==> src/rtl/avalon_mic_pkg.sv <==
// Shared register map, control/status bit positions and size limits for the I2S mic array.
// Pure constants: no logic, no latency, no flow control.
package avalon_mic_pkg;

  localparam int MAX_MICS = 8;

  localparam logic [4:0] ADDR_CTRL        = 5'd0;
  localparam logic [4:0] ADDR_STATUS      = 5'd1;
  localparam logic [4:0] ADDR_FRAME_CNT   = 5'd2;
  localparam logic [4:0] ADDR_POP         = 5'd3;
  localparam logic [4:0] ADDR_IRQ_THR     = 5'd4;
  localparam logic [4:0] ADDR_SAMPLE_BASE = 5'd8;

  localparam int CTRL_ENABLE   = 0;
  localparam int CTRL_FLUSH    = 1;
  localparam int CTRL_LIVE_SEL = 2;

  localparam int STAT_EMPTY   = 0;
  localparam int STAT_FULL    = 1;
  localparam int STAT_OVF     = 2;
  localparam int STAT_UDF     = 3;
  localparam int STAT_LVL_LSB = 8;

endpackage

==> src/rtl/i2s_rx_lane.sv <==
// One sd lane: MSB-first shift register plus left/right holding registers.
// Word lands in its holding register on the cycle after i_cap; no backpressure, strobes come from the top.
module i2s_rx_lane
  import avalon_mic_pkg::*;
#(
  parameter int SAMPLE_W = 18
) (
  input  logic                clk,
  input  logic                rst,
  input  logic                i_shift_en,
  input  logic                i_cap,
  input  logic                i_ws,
  input  logic                i_sd,
  output logic [SAMPLE_W-1:0] o_left,
  output logic [SAMPLE_W-1:0] o_right
);

  logic [SAMPLE_W-1:0] r_shift;
  logic [SAMPLE_W-1:0] r_left;
  logic [SAMPLE_W-1:0] r_right;
  logic [SAMPLE_W-1:0] w_word;
  logic                w_unused;

  // The final bit is merged in directly so the complete word is available on the capture edge.
  assign w_word   = {r_shift[SAMPLE_W-2:0], i_sd};
  assign w_unused = r_shift[SAMPLE_W-1];

  always_ff @(posedge clk) begin
    if (rst) begin
      r_shift <= '0;
      r_left  <= '0;
      r_right <= '0;
    end else begin
      if (i_shift_en) r_shift <= w_word;
      if (i_cap) begin
        if (i_ws) r_right <= w_word;
        else      r_left  <= w_word;
      end
    end
  end

  assign o_left  = r_left;
  assign o_right = r_right;

endmodule

==> src/rtl/avalon_mic_array.sv <==
// Avalon-MM I2S mic array: oversampled sck/ws/sd, frame FIFO popped by register writes, zero-wait reads.
// Frames are dropped (OVF) when the FIFO is full; define AVL_MIC_IRQ_EN for the level/overflow irq.
module avalon_mic_array
  import avalon_mic_pkg::*;
#(
  parameter int NUM_MICS   = 4,
  parameter int SAMPLE_W   = 18,
  parameter int FIFO_DEPTH = 16
) (
  input  logic                  CLK,
  input  logic                  RESET,
  input  logic                  AVL_READ,
  input  logic                  AVL_WRITE,
  input  logic                  AVL_CS,
  input  logic [4:0]            AVL_ADDR,
  input  logic [31:0]           AVL_WRITEDATA,
  output logic [31:0]           AVL_READDATA,
  input  logic                  sck,
  input  logic                  ws,
  input  logic [NUM_MICS-1:0]   sd,
  output logic [2*SAMPLE_W-1:0] lrout
`ifdef AVL_MIC_IRQ_EN
  ,
  output logic                  irq
`endif
);

  localparam int AW = $clog2(FIFO_DEPTH);
  localparam int FW = NUM_MICS * 2 * SAMPLE_W;

  logic [1:0]          r_sck_sync;
  logic [1:0]          r_ws_sync;
  logic [NUM_MICS-1:0] r_sd_s1;
  logic [NUM_MICS-1:0] r_sd_s2;
  logic                r_sck_dly;
  logic                r_ws_prev;
  logic [5:0]          r_cnt;
  logic                r_armed;
  logic                r_vld_l;
  logic                r_vld_r;

  logic                r_enable;
  logic                r_live_sel;
  logic                r_ovf;
  logic                r_udf;
  logic [31:0]         r_frame_cnt;

  logic [FW-1:0]       r_mem [FIFO_DEPTH];
  logic [AW:0]         r_wr_ptr;
  logic [AW:0]         r_rd_ptr;

  logic                w_sck_s;
  logic                w_ws_s;
  logic                w_edge;
  logic                w_ws_diff;
  logic                w_shift_en;
  logic                w_cap;
  logic                w_push_req;
  logic                w_wr;
  logic                w_rd;
  logic                w_flush;
  logic                w_pop_req;
  logic                w_stat_wr;
  logic                w_do_push;
  logic                w_do_pop;
  logic                w_ovf_set;
  logic                w_udf_set;
  logic [AW:0]         w_level;
  logic                w_empty;
  logic                w_full;
  logic [FW-1:0]       w_frame;
  logic [FW-1:0]       w_head;
  logic [4:0]          w_sel;
  logic [3:0]          w_mic;
  logic [SAMPLE_W-1:0] w_sample;
  logic                w_hit;
  logic [31:0]         w_rdata;
  logic                w_unused;
  logic [SAMPLE_W-1:0] w_left  [NUM_MICS];
  logic [SAMPLE_W-1:0] w_right [NUM_MICS];

  assign w_sck_s   = r_sck_sync[1];
  assign w_ws_s    = r_ws_sync[1];
  assign w_edge    = w_sck_s & ~r_sck_dly;
  assign w_ws_diff = w_ws_s ^ r_ws_prev;

  // Shifting only starts after a slot boundary has been seen while enabled, so partial slots never capture.
  assign w_shift_en = w_edge & r_enable & r_armed & ~w_ws_diff & (r_cnt < 6'(SAMPLE_W));
  assign w_cap      = w_shift_en & (r_cnt == 6'(SAMPLE_W - 1));
  assign w_push_req = w_edge & w_ws_diff & ~w_ws_s & r_enable & r_vld_l & r_vld_r;

  always_ff @(posedge CLK) begin
    if (RESET) begin
      r_sck_sync <= '0;
      r_ws_sync  <= '0;
      r_sd_s1    <= '0;
      r_sd_s2    <= '0;
      r_sck_dly  <= 1'b0;
      r_ws_prev  <= 1'b0;
      r_cnt      <= '0;
      r_armed    <= 1'b0;
      r_vld_l    <= 1'b0;
      r_vld_r    <= 1'b0;
    end else begin
      r_sck_sync <= {r_sck_sync[0], sck};
      r_ws_sync  <= {r_ws_sync[0], ws};
      r_sd_s1    <= sd;
      r_sd_s2    <= r_sd_s1;
      r_sck_dly  <= w_sck_s;
      if (w_edge) r_ws_prev <= w_ws_s;
      if (!r_enable) begin
        r_cnt   <= '0;
        r_armed <= 1'b0;
        r_vld_l <= 1'b0;
        r_vld_r <= 1'b0;
      end else if (w_edge) begin
        if (w_ws_diff) begin
          r_cnt   <= '0;
          r_armed <= 1'b1;
          if (!w_ws_s) begin
            r_vld_l <= 1'b0;
            r_vld_r <= 1'b0;
          end
        end else if (w_shift_en) begin
          r_cnt <= r_cnt + 6'd1;
          if (w_cap) begin
            if (w_ws_s) r_vld_r <= 1'b1;
            else        r_vld_l <= 1'b1;
          end
        end
      end
    end
  end

  for (genvar g = 0; g < NUM_MICS; g++) begin : g_lane
    i2s_rx_lane #(.SAMPLE_W(SAMPLE_W)) u_lane (
      .clk       (CLK),
      .rst       (RESET),
      .i_shift_en(w_shift_en),
      .i_cap     (w_cap),
      .i_ws      (w_ws_s),
      .i_sd      (r_sd_s2[g]),
      .o_left    (w_left[g]),
      .o_right   (w_right[g])
    );
    assign w_frame[g*2*SAMPLE_W +: 2*SAMPLE_W] = {w_left[g], w_right[g]};
  end

  assign w_wr      = AVL_CS & AVL_WRITE;
  assign w_rd      = AVL_CS & AVL_READ;
  assign w_flush   = w_wr && (AVL_ADDR == ADDR_CTRL) && AVL_WRITEDATA[CTRL_FLUSH];
  assign w_pop_req = w_wr && (AVL_ADDR == ADDR_POP);
  assign w_stat_wr = w_wr && (AVL_ADDR == ADDR_STATUS);

  assign w_level = r_wr_ptr - r_rd_ptr;
  assign w_empty = (w_level == '0);
  assign w_full  = (w_level == (AW+1)'(FIFO_DEPTH));
  assign w_head  = r_mem[r_rd_ptr[AW-1:0]];

  // A full FIFO still accepts a push when the same cycle pops; an empty FIFO never pops.
  assign w_do_push = w_push_req & ~w_flush & (~w_full | w_pop_req);
  assign w_do_pop  = w_pop_req & ~w_empty & ~w_flush;
  assign w_ovf_set = w_push_req & ~w_flush & w_full & ~w_pop_req;
  assign w_udf_set = w_pop_req & w_empty;

  always_ff @(posedge CLK) begin
    if (RESET) begin
      r_wr_ptr <= '0;
      r_rd_ptr <= '0;
      for (int i = 0; i < FIFO_DEPTH; i++) r_mem[i] <= '0;
    end else if (w_flush) begin
      r_rd_ptr <= r_wr_ptr;
    end else begin
      if (w_do_push) begin
        r_mem[r_wr_ptr[AW-1:0]] <= w_frame;
        r_wr_ptr <= r_wr_ptr + 1'b1;
      end
      if (w_do_pop) r_rd_ptr <= r_rd_ptr + 1'b1;
    end
  end

  always_ff @(posedge CLK) begin
    if (RESET) begin
      r_enable    <= 1'b0;
      r_live_sel  <= 1'b0;
      r_ovf       <= 1'b0;
      r_udf       <= 1'b0;
      r_frame_cnt <= '0;
    end else begin
      if (w_wr && (AVL_ADDR == ADDR_CTRL)) begin
        r_enable   <= AVL_WRITEDATA[CTRL_ENABLE];
        r_live_sel <= AVL_WRITEDATA[CTRL_LIVE_SEL];
      end
      r_ovf <= w_ovf_set | (r_ovf & ~(w_stat_wr & AVL_WRITEDATA[STAT_OVF]));
      r_udf <= w_udf_set | (r_udf & ~(w_stat_wr & AVL_WRITEDATA[STAT_UDF]));
      if (w_push_req) r_frame_cnt <= r_frame_cnt + 32'd1;
    end
  end

`ifdef AVL_MIC_IRQ_EN
  logic [7:0] r_irq_thr;
  logic       r_irq;

  always_ff @(posedge CLK) begin
    if (RESET) begin
      r_irq_thr <= 8'd1;
      r_irq     <= 1'b0;
    end else begin
      if (w_wr && (AVL_ADDR == ADDR_IRQ_THR)) r_irq_thr <= AVL_WRITEDATA[7:0];
      r_irq <= ((r_irq_thr != 8'd0) && (8'(w_level) >= r_irq_thr)) || r_ovf;
    end
  end

  assign irq      = r_irq;
  assign w_unused = ^AVL_WRITEDATA[31:8];
`else
  assign w_unused = ^AVL_WRITEDATA[31:4];
`endif

  assign w_sel = AVL_ADDR - ADDR_SAMPLE_BASE;
  assign w_mic = w_sel[4:1];

  always_comb begin
    w_rdata  = '0;
    w_sample = '0;
    w_hit    = 1'b0;
    case (AVL_ADDR)
      ADDR_CTRL: begin
        w_rdata[CTRL_ENABLE]   = r_enable;
        w_rdata[CTRL_LIVE_SEL] = r_live_sel;
      end
      ADDR_STATUS: begin
        w_rdata[STAT_EMPTY]                = w_empty;
        w_rdata[STAT_FULL]                 = w_full;
        w_rdata[STAT_OVF]                  = r_ovf;
        w_rdata[STAT_UDF]                  = r_udf;
        w_rdata[STAT_LVL_LSB +: 8]         = 8'(w_level);
      end
      ADDR_FRAME_CNT: w_rdata = r_frame_cnt;
`ifdef AVL_MIC_IRQ_EN
      ADDR_IRQ_THR:   w_rdata[7:0] = r_irq_thr;
`endif
      default: begin
        // Within a lane's pair, left sits in the upper half and right in the lower half.
        if (AVL_ADDR >= ADDR_SAMPLE_BASE && !w_empty) begin
          for (int i = 0; i < NUM_MICS; i++) begin
            if (w_mic == 4'(i)) begin
              w_hit    = 1'b1;
              w_sample = w_sel[0] ? w_head[i*2*SAMPLE_W +: SAMPLE_W]
                                  : w_head[i*2*SAMPLE_W + SAMPLE_W +: SAMPLE_W];
            end
          end
          if (w_hit) w_rdata = 32'($signed(w_sample));
        end
      end
    endcase
  end

  assign AVL_READDATA = w_rd ? w_rdata : 32'd0;

  assign lrout = r_live_sel ? {w_left[0], w_right[0]}
               : (w_empty ? '0 : w_head[2*SAMPLE_W-1:0]);

endmodule
==> config.mk <==
export PLATFORM = sky130hd
export DESIGN_NAME = avalon_mic_array
export DESIGN_NICKNAME = d
export VERILOG_FILES = /design/src/rtl/avalon_mic_pkg.sv /design/src/rtl/i2s_rx_lane.sv /design/src/rtl/avalon_mic_array.sv
export SDC_FILE = /design/constraint.sdc
export NUM_CORES = 2
export LEC_CHECK = 0
export ABC_AREA = 0
export CAP_MARGIN = 5
export CORE_ASPECT_RATIO = 0.75
export CORE_MARGIN = 2
export CORE_UTILIZATION = 48
export DETAILED_ROUTE_END_ITERATION = 8
export DONT_BUFFER_PORTS = 1
export PLACE_DENSITY_LB_ADDON = 0.15
export SLEW_MARGIN = 0
export SYNTH_ARGS = -nofsm -noshare
export SYNTH_HDL_FRONTEND = slang
export SYNTH_SLANG_ARGS = --single-unit
==> constraint.sdc <==
create_clock -name CLK -period 6.1 [get_ports CLK]
set_clock_uncertainty 0.05 [all_clocks]
set_input_delay 0.61 -clock CLK [delete_from_list [all_inputs] [get_ports CLK]]
set_output_delay 0.61 -clock CLK [all_outputs]
set_load 0.005 [all_outputs]
## Word-level counts from Yosys, hierarchy flattened

Memory sizes are Yosys's and may differ from the RTL's. A register that Yosys moved wholly into a read port is not among the register bits.
Cells that the tools add are included.

- Flip-flop bits (word level): 281
- RAM bits: 2304
- Bits of input ports: 48
- Word-level logic and storage cells: 160
- Memories kept: 1

- Add/subtract/negate cells: 6
- Magnitude comparators: 2
- Equal/unequal tests: 10
- Muxes and demuxes: 50
- Bitwise gates (word level): 38
- Reduce and logical (&&, ||, !) cells: 24

Memory list:

| memory | depth | width | read ports | clocked after memory_dff | write ports | RTL line | text |
|---|---|---|---|---|---|---|---|
| r_mem | 16 | 144 | 1 | 1 | 16 | avalon_mic_array.sv:48 | `logic [FW-1:0] r_mem [FIFO_DEPTH];` |

Operators by type and width:

| cell | count |
|---|---|
| 144-bit two-way mux | 1 |
| 18-bit two-way mux | 8 |
| 144-bit OR reduction | 1 |
| 32-bit two-way mux | 3 |
| 36-bit two-way mux | 2 |
| 32-bit by 1-bit adder with 32-bit output, second input constant | 1 |
| 16-bit one-hot mux with 2 select lines | 1 |
| 1-bit AND | 24 |
| 8-bit one-hot mux with 3 select lines | 1 |
| 1-bit two-way mux | 22 |
| 4-bit two-way mux | 3 |
| 6-bit two-way mux | 2 |
| 1-bit one-hot mux with 3 select lines | 4 |
| 5-bit by 1-bit adder with 5-bit output, second input constant | 2 |
| 5-bit by 2-bit equality test with 1-bit output, second input constant | 2 |
| 5-bit logical NOT | 2 |
| 5-bit two-way mux | 2 |
| 1-bit inverter | 10 |
| 2-bit AND reduction | 5 |
| 5-bit AND reduction | 2 |
| 4-bit by 2-bit equality test with 1-bit output, second input constant | 2 |
| 4-bit one-hot mux with 2 select lines | 1 |
| 2-bit nonzero test | 4 |
| 6-bit by 1-bit adder with 6-bit output, second input constant | 1 |
| 17 further kinds | 24 |

## Logic depth before layout (Yosys ltp)

- Word-level depth: 15
- Mapped depth: 13

## Modules after synthesis

A second synthesis with hierarchy kept.

- Cells, all modules: 7806
- Area, all modules: 117138.6 um^2

Modules (own cells, without submodules):

| module | instances | cells each | area each (um^2) | seq. area each (um^2) |
|---|---|---|---|---|
| avalon_mic_array | 1 | 7038 | 108770.6 | 70647.8 |
| i2s_rx_lane | 4 | 192 | 2092.0 | 1061.0 |

## Worst setup path after synthesis

No wires, ideal clock.

- Kind: reg2reg
- Start point: register r_wr_ptr[0]
- End point: memory r_mem[15][0] (netlist name) (enable)
- Library setup time: 0.497 ns
- Data arrival time: 5.092 ns
- Data required time: 5.553 ns
- Setup slack: 0.462 ns
- Stages on the path, launching flop included: 11
- Path buffers: 0
- Period minus slack after synthesis: 5.638 ns
- Path through: dfxtp_1 inv_1 ha_1 fa_1 xnor2_1 a211oi_1 or2_1 a31oi_4 and3_1 a21oi_1 inv_1

RTL lines:

| element | RTL line | text |
|---|---|---|
| start, declared | avalon_mic_array.sv:49 | `logic [AW:0] r_wr_ptr;` |
| start signal, assigned | avalon_mic_array.sv:176 | `r_wr_ptr <= r_wr_ptr + 1'b1;` |
| end, declared | avalon_mic_array.sv:48 |  |

==> impl_summary.txt <==
----------------------------------------------------
[Global route]
  Number of antenna violations at the first check in global routing ... 43
  Largest net degree at the start of global routing ... 272
  Total routing usage reported by global routing ... 30.9%
  Aggregate global routing overflow ... 0
  Via count of the first global-routing pass ... 67,800
  First-pass GRT wire length ... 531,000 um

[Die]
  Boundary Pins ... 116
  Number of core rows ... 156
  Std-Cell Core Area ... 240,000 sq um
  Floorplan die width ... 571 um
  Die Footprint ... 245,000 sq um
  Vertical die dimension ... 429 um
  Initial standard-cell utilization of the core ... 48.1%

[Power]
  Portion of total power attributed to the clock network ... 42.5%
  Fraction of power spent switching nets ... 21.6%
  VDD IR-drop max ... 0.000243 V
  Sequential Power Share ... 54.0%
  Areal power density over the cells ... 293 nW/um^2
  Internal Dissipation ... 29,400 uW
  Standby leakage power ... 0.0421 uW
  Switching power ... 8080 uW
  Portion of total power attributed to combinational logic ... 3.5%

[Detailed routing]
  Detail Route met3 WL ... 43,900 um
  Overall via count from detail_route ... 69,200
  Post-detailed-route DRC marker count ... 0
  Pre-Repair DR Iteration Count ... 6
  Iteration-0 DRC count of the detailed router ... 11,200
  Average wire per cell in the routed design ... 34.0 um
  Highest routing layer actually used ... met5
  Detail Route Antenna Nets ... 0
  Via density per instance ... 6.21
  Detailed-routed wire length on met2 ... 170,000 um
  Sum of routed wire segments on met1 ... 150,000 um
  Routed wire length ... 379,000 um

[Clock tree]
  Clock latency reported for the late side of the worst-skew pair ... 0.85 ns
  Clock transition at the register clock pins on the worst setup and hold paths after CTS ... 0.06 ns
  Clock tree root buffer cell ... sky130_fd_sc_hd__clkbuf_16
  CTS tree ... yes
  Max Buffers Root-to-Sink ... 4
  # Post-CTS Setup Buffers ... 0
  CTS sink cnt ... 2,589
  Clock H-tree levels ... 5
  Number of CTS-inserted buffers ... 269

[STA]
  Tightest Pin Transition ... 1.29 ns
  Unrepaired setup endpoints after global routing ... false
  Total Neg Setup Slack ... 0 ns
  Hold slack final ... 0.0778 ns
  Final hold vios ... 0
  Fin crit period ... 5.89 ns
  Share of the clock period used by the worst path ... 96.5%
  Relative slew slack ... 13.9%
  Final setup viols ... 0
  Max Clock Freq ... 170 MHz
  Pins Over Slew Limit ... 0

[Flow run]
  Max-cap violations ... 0

[Final layout]
  Post-synthesis to final-layout area growth ... 10.5%
  Layout filler cell count ... 19,500
  Fraction of final layout cells with drive strength greater than 1 ... 16.4%
  Area of the multi-input gates ... 37,700 sq um
  Number of nets at the end of the flow ... 7,748
  Sequential cell area ... 74,900 sq um

[Critical path]
  Worst path most repeated cell ... sky130_fd_sc_hd__buf_4
  Cell with the largest stage delay on the worst path ... sky130_fd_sc_hd__a21oi_1
  Crit path max fanout ... 20
  Largest stage delay, worst path ... 0.66 ns
  Classification of the worst setup path ... flip-flop to output pin
  Endpoint required time on the critical path ... 5.44 ns
  Category of cells accounting for the largest share of critical-path delay ... compound AO/OA/AOI/OAI gates
  Worst-path cell chain ... buf_4 -> buf_4 -> mux4_2 -> a21oi_1 -> a22oi_1 -> o211ai_1 -> a31oi_2 -> nor3_1 -> buf_4 -> buf_4
  CP Data Arrival Time ... 5.23 ns
  Endpoint type of the worst setup path ... output pin
  Setup crit start kind ... flip-flop
  Worst Path Buf+Inv ... 4

[Placed design]
  Total half-perimeter wirelength after legalization and detailed placement ... 195,000 um
  Total of buffers placed on input and output ports ... 0
  Final weighted congestion of routability-driven global placement ... 0.876

[Synthesis]
  Post-Synthesis Net Count ... 7,920
  EDFF count, synth ... 2,304
  Fraction of the yosys area taken by sequential cells ... 64.8%
  YS warnings ... 0
  Number of standard cells after synthesis ... 7,858
  Top_reg_cell synth ... sky130_fd_sc_hd__edfxtp_1
  Number of distinct library cells after synthesis ... 76
  Mapped Avg Cell Area ... 14.7 sq um
  Post-synthesis register bit count ... 2,589
  Async set or reset register ratio after synthesis ... 0%
  Post-synthesis instance area ... 116,000 sq um

[Hold path]
  Worst hold-check path type ... input pin to flip-flop

[Run status]
  Status ... finished clean

----------------------------------------------------
[cell usage in the layout (no fill, tap or decap), drive strengths merged, types with 19 or more instances in the layout]
cell type,Yosys,layout
nor2b,24,24
nor2,138,138
dfxtp,285,285
a21oi,291,291
clkbuf,476,391
inv,15,27
nand2,625,625
nor3,28,28
a31oi,20,20
xor2,26,26
o22ai,21,21
edfxtp,2304,2304
a221oi,19,19
a22o,21,21
and2,2314,2314
mux2i,73,73
a22oi,33,33
nand3,54,54
o21ai,58,58
clkinv,1,62
mux4,638,638
buf,201,225
[per-stage QoR]
step                      instances  worst slack (ns)  total power [uW]  area [sq um]  util [%]
after floorplan                7858             0.462             21200        116000         -
after detailed placement      10600              1.23             21800        119000      49.7
after CTS                     11100             0.305             37600        128000      53.2
final                         11100             0.212             37500        128000      53.2
after global placement        10600              1.22             21800        119000      49.7
after global routing          11100             0.238             38300        128000      53.2
[path summary, 6_finish.rpt]
path / cells after the start / slack, ns / startpoint / to
worst max-delay path: 10 / 0.21 / flip-flop / AVL_READDATA[17]
worst min-delay path: 2 / 0.08 / RESET / r_cnt[0]
worst max register to register: 11 / 1.08 / r_wr_ptr[0] / r_mem[2][95]
worst min register to register: 1 / 0.40 / r_sd_s1[2] / r_sd_s2[2]
[repair_timing]
item / 4_1_cts / 5_1_grt
endpoints found under the hold margin: 275 / 0
hold buffers: 10 / 0
gates resized for setup: 0 / 0
[registers in the layout (all words and copies together), names as in the netlist, 2 cells and up, named ones only]
register / cells
r_rd_ptr: 5
r_wr_ptr: 5
r_frame_cnt: 32
g_lane.u_lane.r_shift: 68
r_mem: 2304
r_sd_s2: 4
r_ws_sync: 2
g_lane.u_lane.o_left: 72
r_sck_sync: 2
r_cnt: 6
r_sd_s1: 4
g_lane.u_lane.o_right: 72
[cells in the mapped netlist (all sizes together) (5+ instances only)]
| cell type | instances | share of area [%] |
|---|---|---|
| and2 | 2314 | 13 |
| edfxtp | 2304 | 60 |
| mux4 | 638 | 12 |
| nand2 | 625 | 2.0 |
| clkbuf | 476 | 1.6 |
| a21oi | 291 | 1.3 |
| dfxtp | 285 | 4.9 |
| buf | 201 | 1.2 |
| nor2 | 138 | 0.52 |
| mux2i | 73 | 0.63 |
| o21ai | 58 | 0.25 |
| nand3 | 54 | 0.24 |
| a22oi | 33 | 0.21 |
| nor3 | 28 | 0.13 |
| xor2 | 26 | 0.20 |
| nor2b | 24 | 0.13 |
| a22o | 21 | 0.16 |
| o22ai | 21 | 0.11 |
| a31oi | 20 | 0.12 |
| a221oi | 19 | 0.14 |
| nand4 | 17 | 0.092 |
| or2 | 17 | 0.092 |
| nand2b | 16 | 0.087 |
| inv | 15 | 0.049 |
| a211oi | 13 | 0.084 |
| and3 | 13 | 0.070 |
| ha | 13 | 0.14 |
| xnor2 | 13 | 0.098 |
| mux2 | 9 | 0.088 |
| or3 | 7 | 0.038 |
| and3b | 6 | 0.045 |
| nor4 | 6 | 0.038 |
| o2111ai | 6 | 0.045 |
| o31ai | 6 | 0.039 |
| a221o | 5 | 0.043 |
| nand3b | 5 | 0.036 |
[routing by layer]
layer,global-route usage [%],up-vias
met5,0,-
met4,11.2,14
met3,6.41,753
met2,46.6,4405
met1,44.3,35800
li1,-,28200
[cell families after synthesis]
| logic type | after synthesis | synth area share (%) |
|---|---|---|
| xor+xnor | 39 | 0.295 |
| fa+ha+maj | 14 | 0.158 |
| compound gates | 524 | 2.70 |
| buf+inv | 693 | 2.80 |
| mux | 720 | 13.1 |
| flops | 2589 | 64.8 |
| simple gates | 3279 | 16.1 |
[power by group through the flow]
stage / combinational, uW / sequential [uW] / clock, uW
2_1_floorplan: 667 / 20500 / 0
3_3_place_gp: 1250 / 20500 / 0
5_1_grt: 1340 / 20300 / 16700
3_5_place_dp: 1250 / 20600 / 0
4_1_cts: 1300 / 20200 / 16100
6_report: 1310 / 20200 / 15900
[cell type report]
cell class	count	area share (%)
Inverter	16	0.0607
Multi-Input combinational cell	4576	29.5
Timing Repair Buffer	234	2.15
Sequential cell	2589	58.6
Clock inverter	87	0.520
Tap cell	3239	3.17
Clock buffer	391	5.94
Antenna cell	15	0.0294
Power figures use the tool's default switching activity.
